--- src/rtl/multicycle_sequencer.sv ---
// ---------------------------------------------------------------------------
// multicycle_sequencer
//   Multi-cycle control FSM for an RV32I core. Walks the shared datapath
//   through FETCH -> DECODE -> EXEC -> (MEM) -> (WB) for every instruction,
//   runs the IMEM/DMEM req/ack handshakes, strobes PC update and register
//   writeback, counts retired instructions and traps on illegal opcodes or
//   memory timeouts. Once in TRAP, only rst_n gets the FSM out again.
//
// Ports
//   clk, rst_n              core clock, async active-low reset
//   hold_i                  freeze before the next fetch (no effect once a
//                           fetch request is outstanding)
//   imem_req/imem_ack/instr_i, ir_we     instruction fetch handshake
//   dmem_req/dmem_ack, mem_read/mem_write data memory handshake
//   alu_zero_i              branch compare result
//   alu_en, alu_src, alu_op ALU control (EXEC only)
//   reg_write, wb_sel       register writeback control
//   pc_we, pc_sel           PC update control
//   retire, instret         retire pulse and retired-instruction count
//   trap, trap_cause        sticky fault flag and its cause
// ---------------------------------------------------------------------------
module multicycle_sequencer #(
    parameter int TIMEOUT = 16,
    parameter int CNT_W   = 32
) (
    input  logic             clk,
    input  logic             rst_n,
    input  logic             hold_i,
    output logic             imem_req,
    input  logic             imem_ack,
    input  logic [31:0]      instr_i,
    output logic             ir_we,
    input  logic             alu_zero_i,
    output logic             dmem_req,
    input  logic             dmem_ack,
    output logic             mem_read,
    output logic             mem_write,
    output logic             alu_en,
    output logic             alu_src,
    output logic [1:0]       alu_op,
    output logic             reg_write,
    output logic [1:0]       wb_sel,
    output logic             pc_we,
    output logic [1:0]       pc_sel,
    output logic             retire,
    output logic [CNT_W-1:0] instret,
    output logic             trap,
    output logic [1:0]       trap_cause
);

    localparam logic [2:0] S_FETCH  = 3'd0;
    localparam logic [2:0] S_DECODE = 3'd1;
    localparam logic [2:0] S_EXEC   = 3'd2;
    localparam logic [2:0] S_MEM    = 3'd3;
    localparam logic [2:0] S_WB     = 3'd4;
    localparam logic [2:0] S_TRAP   = 3'd5;

    localparam logic [6:0] OP_R      = 7'b0110011;
    localparam logic [6:0] OP_LOAD   = 7'b0000011;
    localparam logic [6:0] OP_IMM    = 7'b0010011;
    localparam logic [6:0] OP_STORE  = 7'b0100011;
    localparam logic [6:0] OP_BRANCH = 7'b1100011;
    localparam logic [6:0] OP_JAL    = 7'b1101111;
    localparam logic [6:0] OP_LUI    = 7'b0110111;
    localparam logic [6:0] OP_AUIPC  = 7'b0010111;

    localparam logic [1:0] CAUSE_ILL  = 2'b01;
    localparam logic [1:0] CAUSE_IMEM = 2'b10;
    localparam logic [1:0] CAUSE_DMEM = 2'b11;

    localparam int WAIT_W = (TIMEOUT < 2) ? 1 : $clog2(TIMEOUT + 1);
    // Value of the wait counter during the TIMEOUT-th consecutive ack-less
    // request cycle; missing the ack in that cycle traps.
    localparam logic [WAIT_W-1:0] WAIT_LAST = WAIT_W'(TIMEOUT - 1);

    logic [2:0]        state_q, state_d;
    logic [6:0]        opcode_q, opcode_d;
    logic [WAIT_W-1:0] wait_cnt_q, wait_cnt_d;
    logic              req_pend_q, req_pend_d;
    logic [1:0]        trap_cause_q, trap_cause_d;
    logic [CNT_W-1:0]  instret_q, instret_d;
    logic              legal;

    always_comb begin
        legal = 1'b0;
        case (opcode_q)
            OP_R, OP_LOAD, OP_IMM, OP_STORE,
            OP_BRANCH, OP_JAL, OP_LUI, OP_AUIPC: legal = 1'b1;
            default:                             legal = 1'b0;
        endcase
    end

    always_comb begin
        state_d      = state_q;
        opcode_d     = opcode_q;
        // Counter only survives consecutive ack-less request cycles; any
        // state change (entry to FETCH/MEM included) restarts it at zero.
        wait_cnt_d   = '0;
        req_pend_d   = 1'b0;
        trap_cause_d = trap_cause_q;

        imem_req  = 1'b0;
        ir_we     = 1'b0;
        dmem_req  = 1'b0;
        mem_read  = 1'b0;
        mem_write = 1'b0;
        alu_en    = 1'b0;
        alu_src   = 1'b0;
        alu_op    = 2'b00;
        reg_write = 1'b0;
        wb_sel    = 2'b00;
        pc_we     = 1'b0;
        pc_sel    = 2'b00;
        retire    = 1'b0;
        trap      = 1'b0;

        case (state_q)
            S_FETCH: begin
                // rst_n gating keeps imem_req low while reset is asserted,
                // since FETCH is also the reset state.
                imem_req = rst_n & (~hold_i | req_pend_q);
                if (imem_req) begin
                    if (imem_ack) begin
                        ir_we    = 1'b1;
                        opcode_d = instr_i[6:0];
                        state_d  = S_DECODE;
                    end else if (wait_cnt_q == WAIT_LAST) begin
                        trap_cause_d = CAUSE_IMEM;
                        state_d      = S_TRAP;
                    end else begin
                        wait_cnt_d = wait_cnt_q + 1'b1;
                        req_pend_d = 1'b1;
                    end
                end
            end

            S_DECODE: begin
                if (legal) begin
                    state_d = S_EXEC;
                end else begin
                    trap_cause_d = CAUSE_ILL;
                    state_d      = S_TRAP;
                end
            end

            S_EXEC: begin
                alu_en = 1'b1;
                case (opcode_q)
                    OP_R: begin
                        alu_op  = 2'b10;
                        state_d = S_WB;
                    end
                    OP_IMM: begin
                        alu_src = 1'b1;
                        alu_op  = 2'b11;
                        state_d = S_WB;
                    end
                    OP_LOAD, OP_STORE: begin
                        alu_src = 1'b1;
                        state_d = S_MEM;
                    end
                    OP_AUIPC: begin
                        alu_src = 1'b1;
                        state_d = S_WB;
                    end
                    OP_BRANCH: begin
                        // Branches resolve here: no MEM, no writeback.
                        alu_op  = 2'b01;
                        pc_we   = 1'b1;
                        pc_sel  = alu_zero_i ? 2'b01 : 2'b00;
                        retire  = 1'b1;
                        state_d = S_FETCH;
                    end
                    default: state_d = S_WB;   // JAL, LUI
                endcase
            end

            S_MEM: begin
                dmem_req  = 1'b1;
                mem_read  = (opcode_q == OP_LOAD);
                mem_write = (opcode_q == OP_STORE);
                if (dmem_ack) begin
                    if (opcode_q == OP_LOAD) begin
                        state_d = S_WB;
                    end else begin
                        // Store completes this cycle, so the PC update is
                        // not concurrent with an outstanding request.
                        pc_we   = 1'b1;
                        retire  = 1'b1;
                        state_d = S_FETCH;
                    end
                end else if (wait_cnt_q == WAIT_LAST) begin
                    trap_cause_d = CAUSE_DMEM;
                    state_d      = S_TRAP;
                end else begin
                    wait_cnt_d = wait_cnt_q + 1'b1;
                end
            end

            S_WB: begin
                reg_write = 1'b1;
                pc_we     = 1'b1;
                retire    = 1'b1;
                case (opcode_q)
                    OP_LOAD: wb_sel = 2'b01;
                    OP_JAL:  wb_sel = 2'b10;
                    OP_LUI:  wb_sel = 2'b11;
                    default: wb_sel = 2'b00;
                endcase
                pc_sel  = (opcode_q == OP_JAL) ? 2'b10 : 2'b00;
                state_d = S_FETCH;
            end

            S_TRAP: begin
                trap = 1'b1;
            end

            default: state_d = S_FETCH;
        endcase
    end

    assign instret_d  = instret_q + CNT_W'(retire);
    assign instret    = instret_q;
    assign trap_cause = trap_cause_q;

    always_ff @(posedge clk or negedge rst_n) begin
        if (!rst_n) begin
            state_q      <= S_FETCH;
            opcode_q     <= '0;
            wait_cnt_q   <= '0;
            req_pend_q   <= 1'b0;
            trap_cause_q <= 2'b00;
            instret_q    <= '0;
        end else begin
            state_q      <= state_d;
            opcode_q     <= opcode_d;
            wait_cnt_q   <= wait_cnt_d;
            req_pend_q   <= req_pend_d;
            trap_cause_q <= trap_cause_d;
            instret_q    <= instret_d;
        end
    end

endmodule

--- config.mk ---
export PLATFORM = sky130hd
export DESIGN_NAME = multicycle_sequencer
export DESIGN_NICKNAME = d
export VERILOG_FILES = /design/src/rtl/multicycle_sequencer.sv
export SDC_FILE = /design/constraint.sdc
export NUM_CORES = 1
export LEC_CHECK = 0
export CORE_UTILIZATION = 35
export DETAILED_ROUTE_END_ITERATION = 12
export PLACE_DENSITY = 0.77
export SYNTH_ARGS = -nofsm -noshare
export SYNTH_HDL_FRONTEND = slang
export SYNTH_SLANG_ARGS = --single-unit
--- constraint.sdc ---
create_clock -name clk -period 8 [get_ports clk]
set_input_delay 1.6 -clock clk [delete_from_list [all_inputs] [get_ports clk]]
set_output_delay 1.6 -clock clk [all_outputs]
set_load 0.01 [all_outputs]
==> implementation parameters, run 1 <==
Parameter                              Value

Outcome
  Result of the run    finished clean

Hold path
  Hold WC Path Type    register to register
  Terminating pin of the worst hold path    wait_cnt_q[0]
  Hold-critical path depth    1
  Min-Delay Startpoint    wait_cnt_q[0]

Synthesis
  YS warnings    0
  Area contributors post-synth    dfrtp_1 50%, xnor2_1 6.0%, xor2_1 5.6%
  Number of nets in the synthesized netlist    287
  Cell Area, Synth    roughly 2500 sq um
  Most frequent cell after synthesis    dfrtp_1
  Mean cell area of the mapped netlist    10.16 sq um
  Synth Instances    246
  Post-synth ARST share    100.0%
  Most common library cells after synthesis    50 x dfrtp_1, 22 x nor2_1, 17 x nand2_1, 17 x xnor2_1, 16 x xor2_1
  Sequential area share after synthesis    50.08%
  Post-synthesis cell type with the largest combined area    dfrtp_1
  Fraction of synthesized cell area taken by the top area cell type    50.08%
  Number of enable flip-flop cells after synthesis    0
  Number of library cell types mapped by synthesis    43
  Most instantiated flip-flop cell in the synthesis netlist    dfrtp_1
  Flop and latch count out of synthesis    50

Clock network
  Number of sinks handled by clock tree synthesis    50
  Number of levels the H-tree was split into    2
  Clock latency of the later-clocked register in the worst-skew pair    290 ps
  Number of gates resized after CTS    0
  Maximum buffer depth of the clock tree    2
  Clock tree from TritonCTS    done
  Clock slew seen by the registers of the worst setup and hold paths    roughly 90 ps
  Root Buffer    clkbuf_8
  Number of buffers created by CTS    5
  Setup repair bufs after CTS    0
  Hold-fix buffers at CTS    0

Worst setup path
  Startpoint of the worst register-to-register path    state_q[1]
  CP Cell Sequence    buf_2 -> buf_4 -> nand4_1 -> inv_1 -> nand2_1 -> inv_1 -> clkdlybuf4s50_1
  Arrival time at the worst endpoint    between 3000 and 4000 ps
  Critical path's largest stage delay    540 ps
  Worst R2R End    instret[30]
  Kind of cell with the highest combined delay on the critical path    buffers and inverters
  Setup Crit Path Kind    input port to primary output
  Most numerous cell on the critical path    inv_1
  Required time of the critical path    6400 ps
  Timing startpoint of the critical path    rst_n
  Peak fanout along the critical path    53
  Setup crit end kind    primary output
  Logic depth of the worst register-to-register path    12
  Sort of element at the start of the critical path    input port
  CP max-delay cell    clkdlybuf4s50_1
  Register-to-Register Setup Slack    4130 ps
  Number of buffer and inverter instances along the worst setup path    5

Routing
  Total via count in the routed design    1,988
  Average via count per standard cell    4.909
  Total wirelength of the detailed-routed design    approximately 5100 microns
  Final routed wire length divided by cell count    12.58 microns
  Number of iterations in the first detailed-routing pass    4
  Post-DRT Antenna Nets    0
  Violation count after the first detailed-route iteration    46
  Number of remaining DRC errors    0

Placed design
  DP HPWL    3758 microns
  Dpl cells    ~400
  Number of I/O port buffers    63
  Global placement routability congestion    0.8878

Floorplanning
  Die area    7481 sq um
  Number of placement rows    30
  Die boundary width    86.49 microns
  Core Area    6832 sq um
  Top-Level Pins    between 80 and 90
  Initial Util    36.58%
  Vert. Die Dim    just under 90 microns

GRT
  Total global-route track usage    between 10 and 15%
  Total grt overflow    0
  Number of global-route vias before repair    1,946
  Pin count of the biggest net entering global routing    54
  Antenna violations before repair    0
  First-pass GRT wire length    8797 microns

Power
  Power per standard cell area    230.9 nW/um^2
  Worst vdd ir    about 210 uV
  Leakage    around 1.4 nW

Cells and area
  Proportion of layout cells with a drive suffix above 1    7.767%
  Non-Filler Instances    between 400 and 500
  Final layout net count    349
  Ant. Diodes    0
  Area overhead of the layout relative to synthesis    33.95%

STA
  Upper clock frequency limit    196.9 MHz
  Clock skew after layout    4.613 ps
  Final Hold Vio Count    0
  Final critical-path share of the clock period    63.49%
  Count of final setup violators    0
  Final total negative setup slack    0 ps
  Unrepaired setup endpoints after global routing    false
  Number of pins with negative max-slew slack in the final report    0
  Clock period minus final worst setup slack    5079 ps
  Relative max-transition margin    ~56%
  Transition time at the pin with the least slew margin    656.9 ps

Job
  Max-capacitance violation count    0
## final cells by class
cell class	instances	area, sq um
fill	635	3485
sequential	50	1251
multi-input combinational	172	1144
timing repair buffer	64	633.1
tap	96	120.1
clock buffer	6	82.58
clock inverter	2	60.06
inverter	15	56.30
## flip-flops by register name, summed over array words and instances, names as in the netlist
| register | cells |
|---|---|
| wait_cnt_q | 5 |
| instret | 32 |
| opcode_q | 7 |
| req_pend_q | 1 |
| trap_cause | 2 |
| state_q | 3 |
## worst max-delay path by stage
stage | end | cells after the start | slack [ps]
after floorplan | retire | 4 | 4130
after detailed placement | ir_we | 7 | 2860
after CTS | ir_we | 7 | 2840
final | ir_we | 7 | 2920
after global placement | ir_we | 7 | 2890
after global routing | ir_we | 7 | 2690
## layout by cell type, fill, tap and decap left out, drive strengths merged, types with 3 or more instances in the layout
cell type      count
inv               15
o21ai              6
xor2              16
dfrtp             50
nand3             15
nor2b              4
a2111oi            3
nand2             17
nor2              22
mux2               9
nor4               6
clkbuf             6
ha                 3
clkdlybuf4s50     62
nor3              12
or3                3
nand2b             5
and4               3
xnor2             17
nand4              9
## per-stage QoR
| stage | utilization (%) | hold WS [ps] | total power, mW | instance area, sq um | setup slack, ps |
|---|---|---|---|---|---|
| after floorplan | - | 433.1 | 0.4748 | 2499 | 4130 |
| after global placement | 46.90 | 446.1 | 0.5575 | 3204 | 2891 |
| after detailed placement | 46.90 | 451.0 | 0.5639 | 3204 | 2859 |
| after CTS | 48.99 | 463.9 | 0.7829 | 3347 | 2837 |
| after global routing | 48.99 | 492.2 | 0.8231 | 3347 | 2687 |
| final | 48.99 | 459.3 | 0.7727 | 3347 | 2921 |
## where the power goes
| group | internal, mW | total [mW] | leakage [nW] | switching [mW] |
|---|---|---|---|---|
| sequential | 0.291 | 0.351 | 0.644 | 0.0593 |
| combinational | 0.113 | 0.209 | 0.720 | 0.0962 |
| clock | 0.133 | 0.213 | 0.0714 | 0.0796 |
## kinds of logic (layout without fill, tap and decap cells)
group,Yosys count,in the layout,synth area share (%)
compound gates,25,25,7.362
xor+xnor,33,33,11.57
mux,9,9,4.056
buf+inv,24,87,4.156
flops,50,50,50.08
fa+ha+maj,3,3,1.502
simple gates,102,102,21.28
## layer usage
metal	global-route usage, %	vias up	part of all wire, %
li1	-	980	-
met1	19.70	962	47
met2	24.24	42	47
met3	2.381	4	4.5
met4	5.000	0	1.2
met5	0	-	0
(Power assumes the default switching activity.)
==> inputs of run 2 (changes only) <==
==> constraint.sdc (replaced) <==
create_clock -name clk -period 5.15 [get_ports clk]
set_input_delay 1.03 -clock clk [delete_from_list [all_inputs] [get_ports clk]]
set_output_delay 1.03 -clock clk [all_outputs]
set_load 0.01 [all_outputs]
==> run 2 against run 1 <==
Global-route usage is 0.38 points higher. Worst hold slack improved by 6.3 ps. Critical path depth shrank 1. Flip-flop and latch count stayed put. Cell count rose by 0.25%. Clock power grew 19%. Total power increased by 45%. Via count rose by 0.75%. Worst setup slack got worse by 1700 ps. Sequential power grew 55%. Wire length is 4.3% higher.
==> implementation parameters, run 2 (same netlist as run 1, synthesis figures left out) <==
Parameter                              Value

STA
  Clock skew after layout    5.778 ps (+1.165 ps)
  Unrepaired setup endpoints after global routing    false
  Upper clock frequency limit    254.7 MHz
  Number of pins with negative max-slew slack in the final report    0 (unchanged)
  Final critical-path share of the clock period    76.22%
  Relative max-transition margin    56.77% (+0.56 points)
  Clock period minus final worst setup slack    about 3900 ps
  Final total negative setup slack    0 ps (unchanged)
  Final Hold Vio Count    0 (unchanged)
  Count of final setup violators    0 (unchanged)
  Transition time at the pin with the least slew margin    648.5 ps (-8.391 ps)

Routing
  Total via count in the routed design    2,003 (+0.75%)
  Final routed wire length divided by cell count    13.08 microns (+4.0%)
  Number of iterations in the first detailed-routing pass    5 (+1)
  Total routed wire length on the met1 layer    2527 microns (+4.9%)
  Topmost layer with routed signal wires    met4
  Routed length on met3    254 microns (+10%)
  Post-DRT Antenna Nets    0 (unchanged)
  Total length of routed met2 wires    2461 microns (+2.8%)
  Number of remaining DRC errors    0 (unchanged)
  Average via count per standard cell    4.933 (+0.51%)
  Violation count after the first detailed-route iteration    69 (+50%)
  Total wirelength of the detailed-routed design    5311 microns (+4.3%)

Placed design
  DP Area    3212 sq um (+0.23%)
  DP HPWL    3893 microns (+3.6%)
  Global placement routability congestion    0.8378 (-5.6%)
  Dpl cells    398 (+0.25%)
  Number of I/O port buffers    63 (unchanged)

Hold path
  Hold-critical path depth    1 (unchanged)
  Hold WC Path Type    register to register

Floorplanning
  Top-Level Pins    89 (unchanged)
  Die boundary width    86.49 microns (unchanged)
  Initial Util    36.58% (unchanged)
  Die area    7481 sq um (unchanged)
  Number of placement rows    30 (unchanged)
  Core Area    6832 sq um (unchanged)
  Vert. Die Dim    86.49 microns (unchanged)

Cells and area
  Commonest cells after routing, fill and taps aside    62 x clkdlybuf4s50_1, 50 x dfrtp_1, 22 x nor2_1
  Commonest non-fill, non-tap cell in the layout    clkdlybuf4s50_1
  Final layout net count    350 (+0.29%)
  Flip-flop count of the largest register, all copies and words added    32 (unchanged)
  Cell area after layout    3317 sq um (-0.90%)
  Area overhead of the layout relative to synthesis    32.75%
  Non-Filler Instances    406 (+0.25%)
  Proportion of layout cells with a drive suffix above 1    8.065% (+0.30 points)
  Ant. Diodes    0 (unchanged)

Worst setup path
  Number of buffer and inverter instances along the worst setup path    1 (-4)
  Critical path's largest stage delay    630 ps (+90 ps)
  Arrival time at the worst endpoint    2900 ps (-580 ps)
  CP Cell Sequence    nor2b_1 -> nand2b_1 -> or3_1 -> o21a_1 -> o221ai_1 -> clkdlybuf4s50_1
  CP max-delay cell    clkdlybuf4s50_1
  Kind of cell with the highest combined delay on the critical path    simple AND/OR/NAND/NOR gates
  Sort of element at the start of the critical path    register
  Logic depth of the worst register-to-register path    13 (+1)
  Worst path depth    6 (-1)
  Setup crit end kind    primary output
  Setup Crit Path Kind    register to primary output
  Required time of the critical path    4120 ps (-2280 ps)
  Peak fanout along the critical path    10 (-81%)

GRT
  Pin count of the biggest net entering global routing    53 (-1.9%)
  Total grt overflow    0 (unchanged)
  First-pass GRT wire length    8970 microns (+2.0%)
  Antenna violations before repair    0 (unchanged)
  Total global-route track usage    15.08% (+0.38 points)
  Number of global-route vias before repair    1,906 (-2.1%)

Clock network
  Maximum buffer depth of the clock tree    2 (unchanged)
  Clock latency of the later-clocked register in the worst-skew pair    300 ps (about the same)
  Number of levels the H-tree was split into    2 (unchanged)
  Number of gates resized after CTS    0 (unchanged)
  Number of buffers created by CTS    5 (unchanged)
  Clock slew seen by the registers of the worst setup and hold paths    90 ps (about the same)
  Root Buffer    clkbuf_8
  Number of sinks handled by clock tree synthesis    50 (unchanged)
  Setup repair bufs after CTS    0 (unchanged)
  Clock tree from TritonCTS    done
  Hold-fix buffers at CTS    0 (unchanged)

Outcome
  Result of the run    finished clean

Power
  Worst vdd ir    202.9 uV (-1.7%)
  Power per standard cell area    338.9 nW/um^2 (+47%)
  Post-layout power    1.124 mW (+45%)
  Leakage    1.423 nW (-0.80%)

Job
  Max-capacitance violation count    0 (unchanged)
[run 2: cell types whose count changed in the layout (fill, tap and decap cells not counted), sizes merged]
| cell | change |
|---|---|
| buf | +1 |
| clkinv | +1 |
| clkbuf | +1 |
| bufinv | -2 |
[run 2: power by group]
| group | internal (mW) | switching (mW) |
|---|---|---|
| Clock | 0.123 | 0.130 |
| Sequential | 0.453 | 0.0918 |
| Combinational | 0.175 | 0.152 |
[run 2: routing by layer]
metal  global-route usage, %  up-vias
met5                       0        -
met4                   5.455        0
met3                   2.476        5
met2                   24.17       55
met1                   20.66      961
li1                        -      982
[run 2: worst register-to-register path: stages, from the launching register on]
cell and delay, ps:
dfrtp_1 520, nor2b_1 260, nand2b_1 180, or3_1 450
o21a_1 190, o221ai_1 380, ha_1 290, ha_1 200
nand3_1 150, nor2_1 120, buf_4 150, nand3_1 250
nor4_1 440, xor2_1 170
[run 2: area by class of cell]
| type | instances | area [sq um] |
|---|---|---|
| fillers | 658 | 3515 |
| flip-flops and latches | 50 | 1251 |
| multi-input cells | 172 | 1144 |
| repair buffers | 65 | 640.6 |
| well taps | 96 | 120.1 |
| clock buffers | 7 | 96.34 |
| inverters | 15 | 56.30 |
| clock inverters | 1 | 8.758 |
[run 2: final timing paths]
kind,startpoint,endpoint,slack [ps]
setup / recovery,state_q[1],retire,1220
hold / removal,wait_cnt_q[0],wait_cnt_q[0],470
setup reg to reg,state_q[1],instret[30],1350
hold reg to reg,wait_cnt_q[0],wait_cnt_q[0],470
max in group asynchronous,rst_n,instret[20],3860
min in group asynchronous,rst_n,trap_cause[0],870
[run 2: through the flow]
step           util [%]  hold slack (ps)  setup slack [ps]
4_1_cts           48.55            469.2              1241
2_1_floorplan         -            433.1              1804
3_3_place_gp      47.01            447.1              1204
3_5_place_dp      47.01            457.2              1135
5_1_grt           48.55            489.8             997.3
6_report          48.55            465.7              1225
